### src/rtl/baud_gen_if.sv
`default_nettype none
// ============================================================================
// Module      : baud_gen_if
// Description : Control and status bundle for the baud-rate generator.
//               The master drives enable/sync/divisor; the slave (the
//               generator) returns the baud clock, ticks and phase.
// Revision    : 1.0 - initial release
// ============================================================================
interface baud_gen_if #(
  parameter int WIDTH = 22,
  parameter int OVS   = 16
);
  localparam int PW = $clog2(OVS);

  logic             en;
  logic             sync;
  logic [WIDTH-1:0] div;
  logic             ckd;
  logic             tick;
  logic             otick;
  logic [PW-1:0]    phase;

  modport master (
    output en, sync, div,
    input  ckd, tick, otick, phase
  );

  modport slave (
    input  en, sync, div,
    output ckd, tick, otick, phase
  );
endinterface
`default_nettype wire

### src/rtl/baud_gen.sv
`default_nettype none
// ============================================================================
// Module      : baud_gen
// Description : Fractional-free baud clock generator. Divides ck by D to make
//               oversample ticks, counts OVS of them per baud period, and
//               produces a square baud clock, a per-period tick and the
//               oversample phase. All outputs are registered.
// Revision    : 1.0 - initial release
// ============================================================================
module baud_gen #(
  parameter int WIDTH = 22,
  parameter int OVS   = 16
) (
  input  wire logic   ck,
  input  wire logic   rst,
  baud_gen_if.slave   bus
);

  localparam int            PW         = $clog2(OVS);
  localparam logic [PW-1:0] c_PH_LAST  = PW'(OVS - 1);
  localparam logic [PW-1:0] c_PH_HALF  = PW'(OVS / 2);
  localparam logic [PW-1:0] c_PH_ONE   = PW'(1);
  localparam logic [WIDTH-1:0] c_ONE   = WIDTH'(1);

  logic [WIDTH-1:0] r_dcnt;
  logic [WIDTH-1:0] r_dsh;
  logic [PW-1:0]    r_phase;
  logic             r_ckd;
  logic             r_tick;
  logic             r_otick;

  logic [WIDTH-1:0] w_dlast;
  logic             w_adv;
  logic             w_wrap;
  logic [PW-1:0]    w_phase_nxt;

  // Terminal count D-1; a zero divisor shadow behaves as divide-by-one.
  assign w_dlast     = (r_dsh == '0) ? '0 : (r_dsh - c_ONE);
  assign w_adv       = (r_dcnt >= w_dlast);
  assign w_wrap      = w_adv && (r_phase == c_PH_LAST);
  // OVS is a power of two, so the natural PW-bit rollover is the modulo.
  assign w_phase_nxt = w_adv ? (r_phase + c_PH_ONE) : r_phase;

  // Divider, phase counter and registered outputs; idle beats sync beats count.
  always_ff @(posedge ck or posedge rst) begin
    if (rst) begin
      r_dcnt  <= '0;
      r_dsh   <= '0;
      r_phase <= '0;
      r_ckd   <= 1'b1;
      r_tick  <= 1'b0;
      r_otick <= 1'b0;
    end else if (!bus.en) begin
      r_dcnt  <= '0;
      r_dsh   <= bus.div;
      r_phase <= '0;
      r_ckd   <= 1'b1;
      r_tick  <= 1'b0;
      r_otick <= 1'b0;
    end else if (bus.sync) begin
      r_dcnt  <= '0;
      r_dsh   <= bus.div;
      r_phase <= '0;
      r_ckd   <= 1'b0;
      r_tick  <= 1'b0;
      r_otick <= 1'b0;
    end else begin
      r_dcnt  <= w_adv ? '0 : (r_dcnt + c_ONE);
      r_otick <= w_adv;
      r_phase <= w_phase_nxt;
      r_tick  <= w_wrap;
      r_ckd   <= (w_phase_nxt >= c_PH_HALF);
      // Divisor changes take effect only at a baud boundary, where dcnt is 0.
      if (w_wrap) begin
        r_dsh <= bus.div;
      end
    end
  end

  assign bus.ckd   = r_ckd;
  assign bus.tick  = r_tick;
  assign bus.otick = r_otick;
  assign bus.phase = r_phase;

endmodule
`default_nettype wire

### src/flat_wrapper.sv
// flat-port wrapper written by rule: the top's interface ports become plain ports
module baud_gen_flat 
#(
  parameter int WIDTH = 22,
  parameter int OVS   = 16
)
  (ck, rst, bus_en, bus_sync, bus_div, bus_ckd, bus_tick, bus_otick, bus_phase);
  baud_gen_if #(.WIDTH(WIDTH), .OVS(OVS)) bus_i ();
  input  wire logic ck;
  input  wire logic rst;
  input wire logic [$bits(bus_i.en)-1:0] bus_en;
  input wire logic [$bits(bus_i.sync)-1:0] bus_sync;
  input wire logic [$bits(bus_i.div)-1:0] bus_div;
  output wire logic [$bits(bus_i.ckd)-1:0] bus_ckd;
  output wire logic [$bits(bus_i.tick)-1:0] bus_tick;
  output wire logic [$bits(bus_i.otick)-1:0] bus_otick;
  output wire logic [$bits(bus_i.phase)-1:0] bus_phase;
  assign bus_i.en = bus_en;
  assign bus_i.sync = bus_sync;
  assign bus_i.div = bus_div;
  assign bus_ckd = bus_i.ckd;
  assign bus_tick = bus_i.tick;
  assign bus_otick = bus_i.otick;
  assign bus_phase = bus_i.phase;
  baud_gen #(.WIDTH(WIDTH), .OVS(OVS)) u_core (.ck(ck), .rst(rst), .bus(bus_i));
endmodule
### config.mk
export PLATFORM = sky130hd
export DESIGN_NAME = baud_gen_flat
export DESIGN_NICKNAME = d
export VERILOG_FILES = /design/src/rtl/baud_gen_if.sv /design/src/rtl/baud_gen.sv /design/src/flat_wrapper.sv
export SDC_FILE = /design/constraint.sdc
export NUM_CORES = 1
export LEC_CHECK = 0
export CAP_MARGIN = 25
export CORE_AREA = 2 2 92 94
export DETAILED_ROUTE_END_ITERATION = 8
export DIE_AREA = 0 0 94 96
export PLACE_DENSITY_LB_ADDON = 0.08
export SYNTH_ARGS = -nofsm -noshare
export SYNTH_HDL_FRONTEND = slang
export SYNTH_SLANG_ARGS = --single-unit
### constraint.sdc
create_clock -name ck -period 4.1 [get_ports ck]
set_input_delay 0.82 -clock ck [delete_from_list [all_inputs] [get_ports ck]]
set_output_delay 0.82 -clock ck [all_outputs]
set_load 0.005 [all_outputs]
== Yosys cells after proc, flatten, opt, wreduce, memory -nomap -nowiden ==
Index checks and enable logic that the tools add are counted.

* Logic and storage cells: 31
* Register bits: 51
* Input bits: 26
* Output and inout port bits: 7

* Reduce and logical (&&, ||, !) cells: 2
* Multiplexer cells: 16
* Magnitude comparators: 2
* $add $sub $neg: 3
* Eq/ne operators: 2

{| class="wikitable"
|+ Operator list
! kind !! count
|-
| 22-bit two-way mux || 7
|-
| 22-bit by 1-bit adder with 22-bit output, second input constant || 1
|-
| 22-bit >= comparator || 1
|-
| 22-bit zero test || 1
|-
| 22-bit by 1-bit subtractor with 22-bit output, second input constant || 1
|-
| 4-bit two-way mux || 3
|-
| 1-bit two-way mux || 6
|-
| 4-bit by 1-bit adder with 4-bit output, second input constant || 1
|-
| 4-bit == test, second input constant || 1
|-
| 4-bit >= comparator, second input constant || 1
|-
| 3-bit by 1-bit != test with 1-bit output, second input constant || 1
|-
| 1-bit logical AND || 1
|}

== Depth between registers and ports, before layout ==
* Depth after elaboration: 7
* Mapped depth: 15
* Gate-level depth less buffers: 14

== Least setup slack after synthesis ==
No wires, ideal clock.

* Path type: register to register
* Start point: register u_core.r_dsh[5]
* End point: register u_core.r_dsh[0]
* Period minus slack after synthesis: 3.911 ns
* Cell stages (with the launch flop): 15
* Required time: 3.973 ns
* Buffers on the path: 1
* Setup slack: 0.189 ns
* Arrival: 3.783 ns
* Setup time: 0.127 ns
* Cell sequence: dfrtp_1 -> or4_1 -> nor3_1 -> nand3_1 -> or3_1 -> nor3b_1 -> a21oi_1 -> ha_1 -> nand4_1 -> or4_4 -> a2bb2oi_1 -> o311ai_4 -> o31a_4 -> buf_6 -> mux2_1

* Cells in the longest elaborated chain, start to end: 5
* Elaborated cells on any way between the ends: 6
* Classes of those cells: add/sub: 1; order compare: 1; eq/ne: 1; mux: 1; reduce/logical: 2

{| class="wikitable"
|+ Ends and longest elaborated chain
! item !! line !! source
|-
| from (decl) || baud_gen.sv:26 || <nowiki>logic [WIDTH-1:0] r_dsh;</nowiki>
|-
| from (signal assigned) || baud_gen.sv:55 || <nowiki>r_dsh <= bus.div;</nowiki>
|-
| from (signal assigned) || baud_gen.sv:62 || <nowiki>r_dsh <= bus.div;</nowiki>
|-
| from (signal assigned) || baud_gen.sv:75 || <nowiki>r_dsh <= bus.div;</nowiki>
|-
| 22-bit by 1-bit subtractor with 22-bit output or 22-bit zero test (tied branches) || baud_gen.sv:38 || <nowiki>assign w_dlast = (r_dsh == '0) ? '0 : (r_dsh - c_ONE);</nowiki>
|-
| 22-bit two-way mux * || baud_gen.sv:38 ||
|-
| 22-bit >= comparator * || baud_gen.sv:39 || <nowiki>assign w_adv = (r_dcnt >= w_dlast);</nowiki>
|-
| 1-bit logical AND * || baud_gen.sv:40 || <nowiki>assign w_wrap = w_adv && (r_phase == c_PH_LAST);</nowiki>
|-
| 3-bit by 1-bit != test with 1-bit output (no source line) * || n/a ||
|}

Mark *: on every way between the ends. The rest lies on a longest branch, timed or not.
A chain may end at the register's enable or synchronous reset.

== Worst setup path in the final report ==
* Start point: register u_core.r_dsh[5]
* End point: register u_core.r_dsh[3]

Same word-level chain as after synthesis.

==> summary.txt <==
Outcome
  – Outcome: completed

Timing
  – Crit share post-route: 94.5%
  – Final hold violations: 0
  – Worst Skew: 0.00871 ns
  – PnR worst setup slack: 0.225 ns
  – Worst-Margin Slew: 0.540 ns
  – Fmax: 0.258 GHz
  – Slew Viols, Final: 0
  – Fin Setup TNS: 0 ns
  – Worst slew margin: 64.0%
  – Finish-stage setup viols: 0
  – Final critical-path required period: 3.87 ns
  – RSZ-0062 raised after global routing: false

Global route
  – Largest net degree at the start of global routing: 29
  – GRT Resource Usage Total: 16.0%
  – Total gr overflow: 0
  – Initial antenna violation count: 0
  – First-pass GRT wire length: 11.5 mm
  – Number of global-route vias before repair: 2402

Floorplan
  – Core Area: 0.00805 mm2
  – Die area: 0.00902 mm2
  – FP Rows: 33
  – Starting Density: 39.3%
  – Die height: 96 um
  – Chip width: 94 um
  – Io pins: 33

CTS
  – Num CTS Buffers: 5
  – Reg clk slew, reported paths: 0.08 ns
  – Clock sinks: 51
  – CTS tree: yes
  – CTS root buf: clkbuf_8
  – CTS H-Tree Depth: 2
  – Clock Tree Buf Depth: 2
  – Clock Latency Late Sink: 0.31 ns

Critical path
  – Critical path peak fanout: 16
  – CP Class: flop to flop
  – Most used cell, CP: or4_4
  – Worst-path cell chain: or4_4 -> or2_1 -> nor3_2 -> nand2_1 -> nor3_1 -> a21oi_1 -> ha_1 -> nand4_1 -> or4_4 -> a2bb2oi_2 -> o311ai_4 -> o31a_4 -> buf_12 -> mux2_1
  – WP data arrival: 4.06 ns
  – Crit path from: u_core.r_dsh[5]$_DFFE_PP0P_
  – R2R Setup Slk: 0.23 ns
  – CP Capture Point: u_core.r_dsh[3]$_DFFE_PP0P_
  – R2R depth: 14
  – CP max stage delay: 0.57 ns
  – Setup crit start kind: flop
  – FF-to-FF Start: u_core.r_dsh[5]$_DFFE_PP0P_
  – CP endpoint kind: flop
  – FF-to-FF End: u_core.r_dsh[3]$_DFFE_PP0P_
  – Slowest cell on the critical path: or4_4
  – Crit path required time: 4.28 ns

Routing
  – # DRC: 0
  – Drt first-iter violations: 77
  – Post-route ant nets: 0
  – Final WL: 6.66 mm
  – Via count: 2429
  – DR vias/cell: 5.11
  – Drt first pass iters: 4
  – WL/cell: 14.0 um

Place
  – Port Buf Inserts: 32
  – Pre-CTS setup slack: 0.0568 ns
  – Gpl congestion: 0.818
  – Dpl hpwl: 5.26 mm

Power
  – Leak: 1.75 nW
  – VDD IR-drop max: 166 uV
  – Pwr dens: 297 mW/mm2

Logic synthesis
  – Register bit total from synthesis: 51
  – Post-synth ARST share: 100%
  – Post-synth EDFFs: 0
  – Net count after synthesis: 371
  – Gate Count Post-Synth: 320
  – Yosys cell types: 47
  – Warnings from Yosys: 0
  – Syn Area/Cell: 9.88 um2
  – Dominant synthesized flop cell: dfrtp_1
  – Sequential element share of the synthesized area: 40.4%
  – Cell Area, Synth: 0.00316 mm2

Min path
  – Hold path depth: 1
  – Hold Crit Start: u_core.r_dsh[4]$_DFFE_PP0P_
  – Worst hold path type: flop to flop

Finish
  – Proportion of layout cells with a drive suffix above 1: 11.1%
  – Diode count: 0
  – Post-layout net count: 420
  – Area added between synthesis and finish: 24.0%

Run
  – Max cap viols: 0
==> state kept, by name, indices dropped and copies added, names as in the netlist <==
register          count
u_core.bus.otick      1
u_core.r_dcnt        22
u_core.bus.ckd        1
u_core.bus.phase      4
u_core.r_dsh         22
u_core.bus.tick       1
==> worst max-delay path, delay by kind of cell, from the launching register on <==
family | cells | cell delay [ns]
muxes | 1 | 0.34
AOI/OAI and AO/OA | 4 | 0.57
buffers and inverters | 1 | 0.16
adders and majority gates | 1 | 0.31
and+or+nand+nor | 7 | 2.00
DFF | 1 | 0.38
==> Yosys cell counts (3+ instances only) <==
cell      instances  share of area, %
dfrtp_1          50                40
nand2_1          40               4.7
nor2_1           35               4.2
ha_1             25               9.9
xor2_1           25               6.9
mux2_1           20               7.1
a21oi_1          14               2.2
nor3_1           14               2.2
nand3_1          10               1.6
nand4_1           9               1.8
xnor2_1           9               2.5
nand2b_1          6               1.2
and3_1            5              0.99
o21ai_0           5              0.79
inv_1             4              0.47
or3_1             4              0.79
and4_1            3              0.83
mux2i_1           3              0.95
nor2b_1           3              0.59
nor4_1            3              0.59
==> through the flow <==
stage	area (um2)	hold WS (ns)	util (%)	instances	total power [mW]
2_1_floorplan	3160	0.483	-	320	0.679
3_3_place_gp	3700	0.517	46.0	465	0.753
3_5_place_dp	3720	0.524	46.2	466	0.759
4_1_cts	3850	0.545	47.9	474	1.17
5_1_grt	3920	0.574	48.7	475	1.23
6_report	3920	0.541	48.7	475	1.16
==> cells in the final DEF (no fill, tap or decap), drive strengths merged, types with 5 or more instances in the layout <==
| master | Yosys | final |
|---|---|---|
| dfrtp | 50 | 50 |
| nand2 | 40 | 40 |
| nor2 | 35 | 35 |
| clkdlybuf4s50 | 0 | 32 |
| xor2 | 25 | 25 |
| ha | 25 | 25 |
| mux2 | 22 | 22 |
| nor3 | 15 | 15 |
| buf | 4 | 15 |
| a21oi | 14 | 14 |
| nand3 | 11 | 11 |
| xnor2 | 9 | 9 |
| nand4 | 9 | 9 |
| nand2b | 6 | 6 |
| o21ai | 6 | 6 |
| clkbuf | 1 | 6 |
| and3 | 5 | 5 |
==> worst min-delay path by stage <==
| stage | end | slack [ns] |
|---|---|---|
| final | u_core.r_dsh[4]$_DFFE_PP0P_ | 0.54 |
| after global routing | u_core.r_dsh[4]$_DFFE_PP0P_ | 0.57 |
| after CTS | u_core.r_dsh[4]$_DFFE_PP0P_ | 0.54 |
| after detailed placement | u_core.r_dsh[4]$_DFFE_PP0P_ | 0.52 |
| after global placement | u_core.r_dsh[3]$_DFFE_PP0P_ | 0.52 |
| after floorplan | u_core.r_dcnt[0]$_DFF_PP0_ | 0.48 |
==> kinds of logic after synthesis <==
group                    share of synthesized area, %
XOR/XNOR                                         9.41
adder cells (fa/ha/maj)                          9.89
buffers and inverters                            1.62
AND/OR/NAND/NOR                                  22.4
AO/OA/AOI/OAI                                    7.52
flip-flops                                       40.4
multiplexers                                     8.78
==> power by group <==
part | switching [mW] | internal [mW]
clock | 0.168 | 0.244
sequential | 0.0333 | 0.530
combinational | 0.0901 | 0.0990
total | 0.291 | 0.873
==> routing by layer <==
metal	vias to the layer above	wire [um]	part of all wire (%)	global-route usage, %
li1	1233	-	-	-
met1	1149	3310	50	22.6
met2	37	3060	46	25.8
met3	10	189	2.8	2.11
met4	0	99	1.5	4.83
met5	-	0	0	0
==> final cells by class <==
type | instances | area [um2]
inverter | 4 | 15.0
multi-input combinational | 260 | 1900
tap | 105 | 131
timing repair buffer | 47 | 470
clock inverter | 2 | 60.1
fill | 781 | 4130
clock buffer | 6 | 72.6
sequential | 51 | 1280
==> repair_timing <==
action / in CTS / in global routing
resized for setup: 0 / 11
setup buffers: 0 / 1
setup endpoints to repair: 0 / 41
hold buffers: 0 / 0
(Power assumes the default switching activity.)
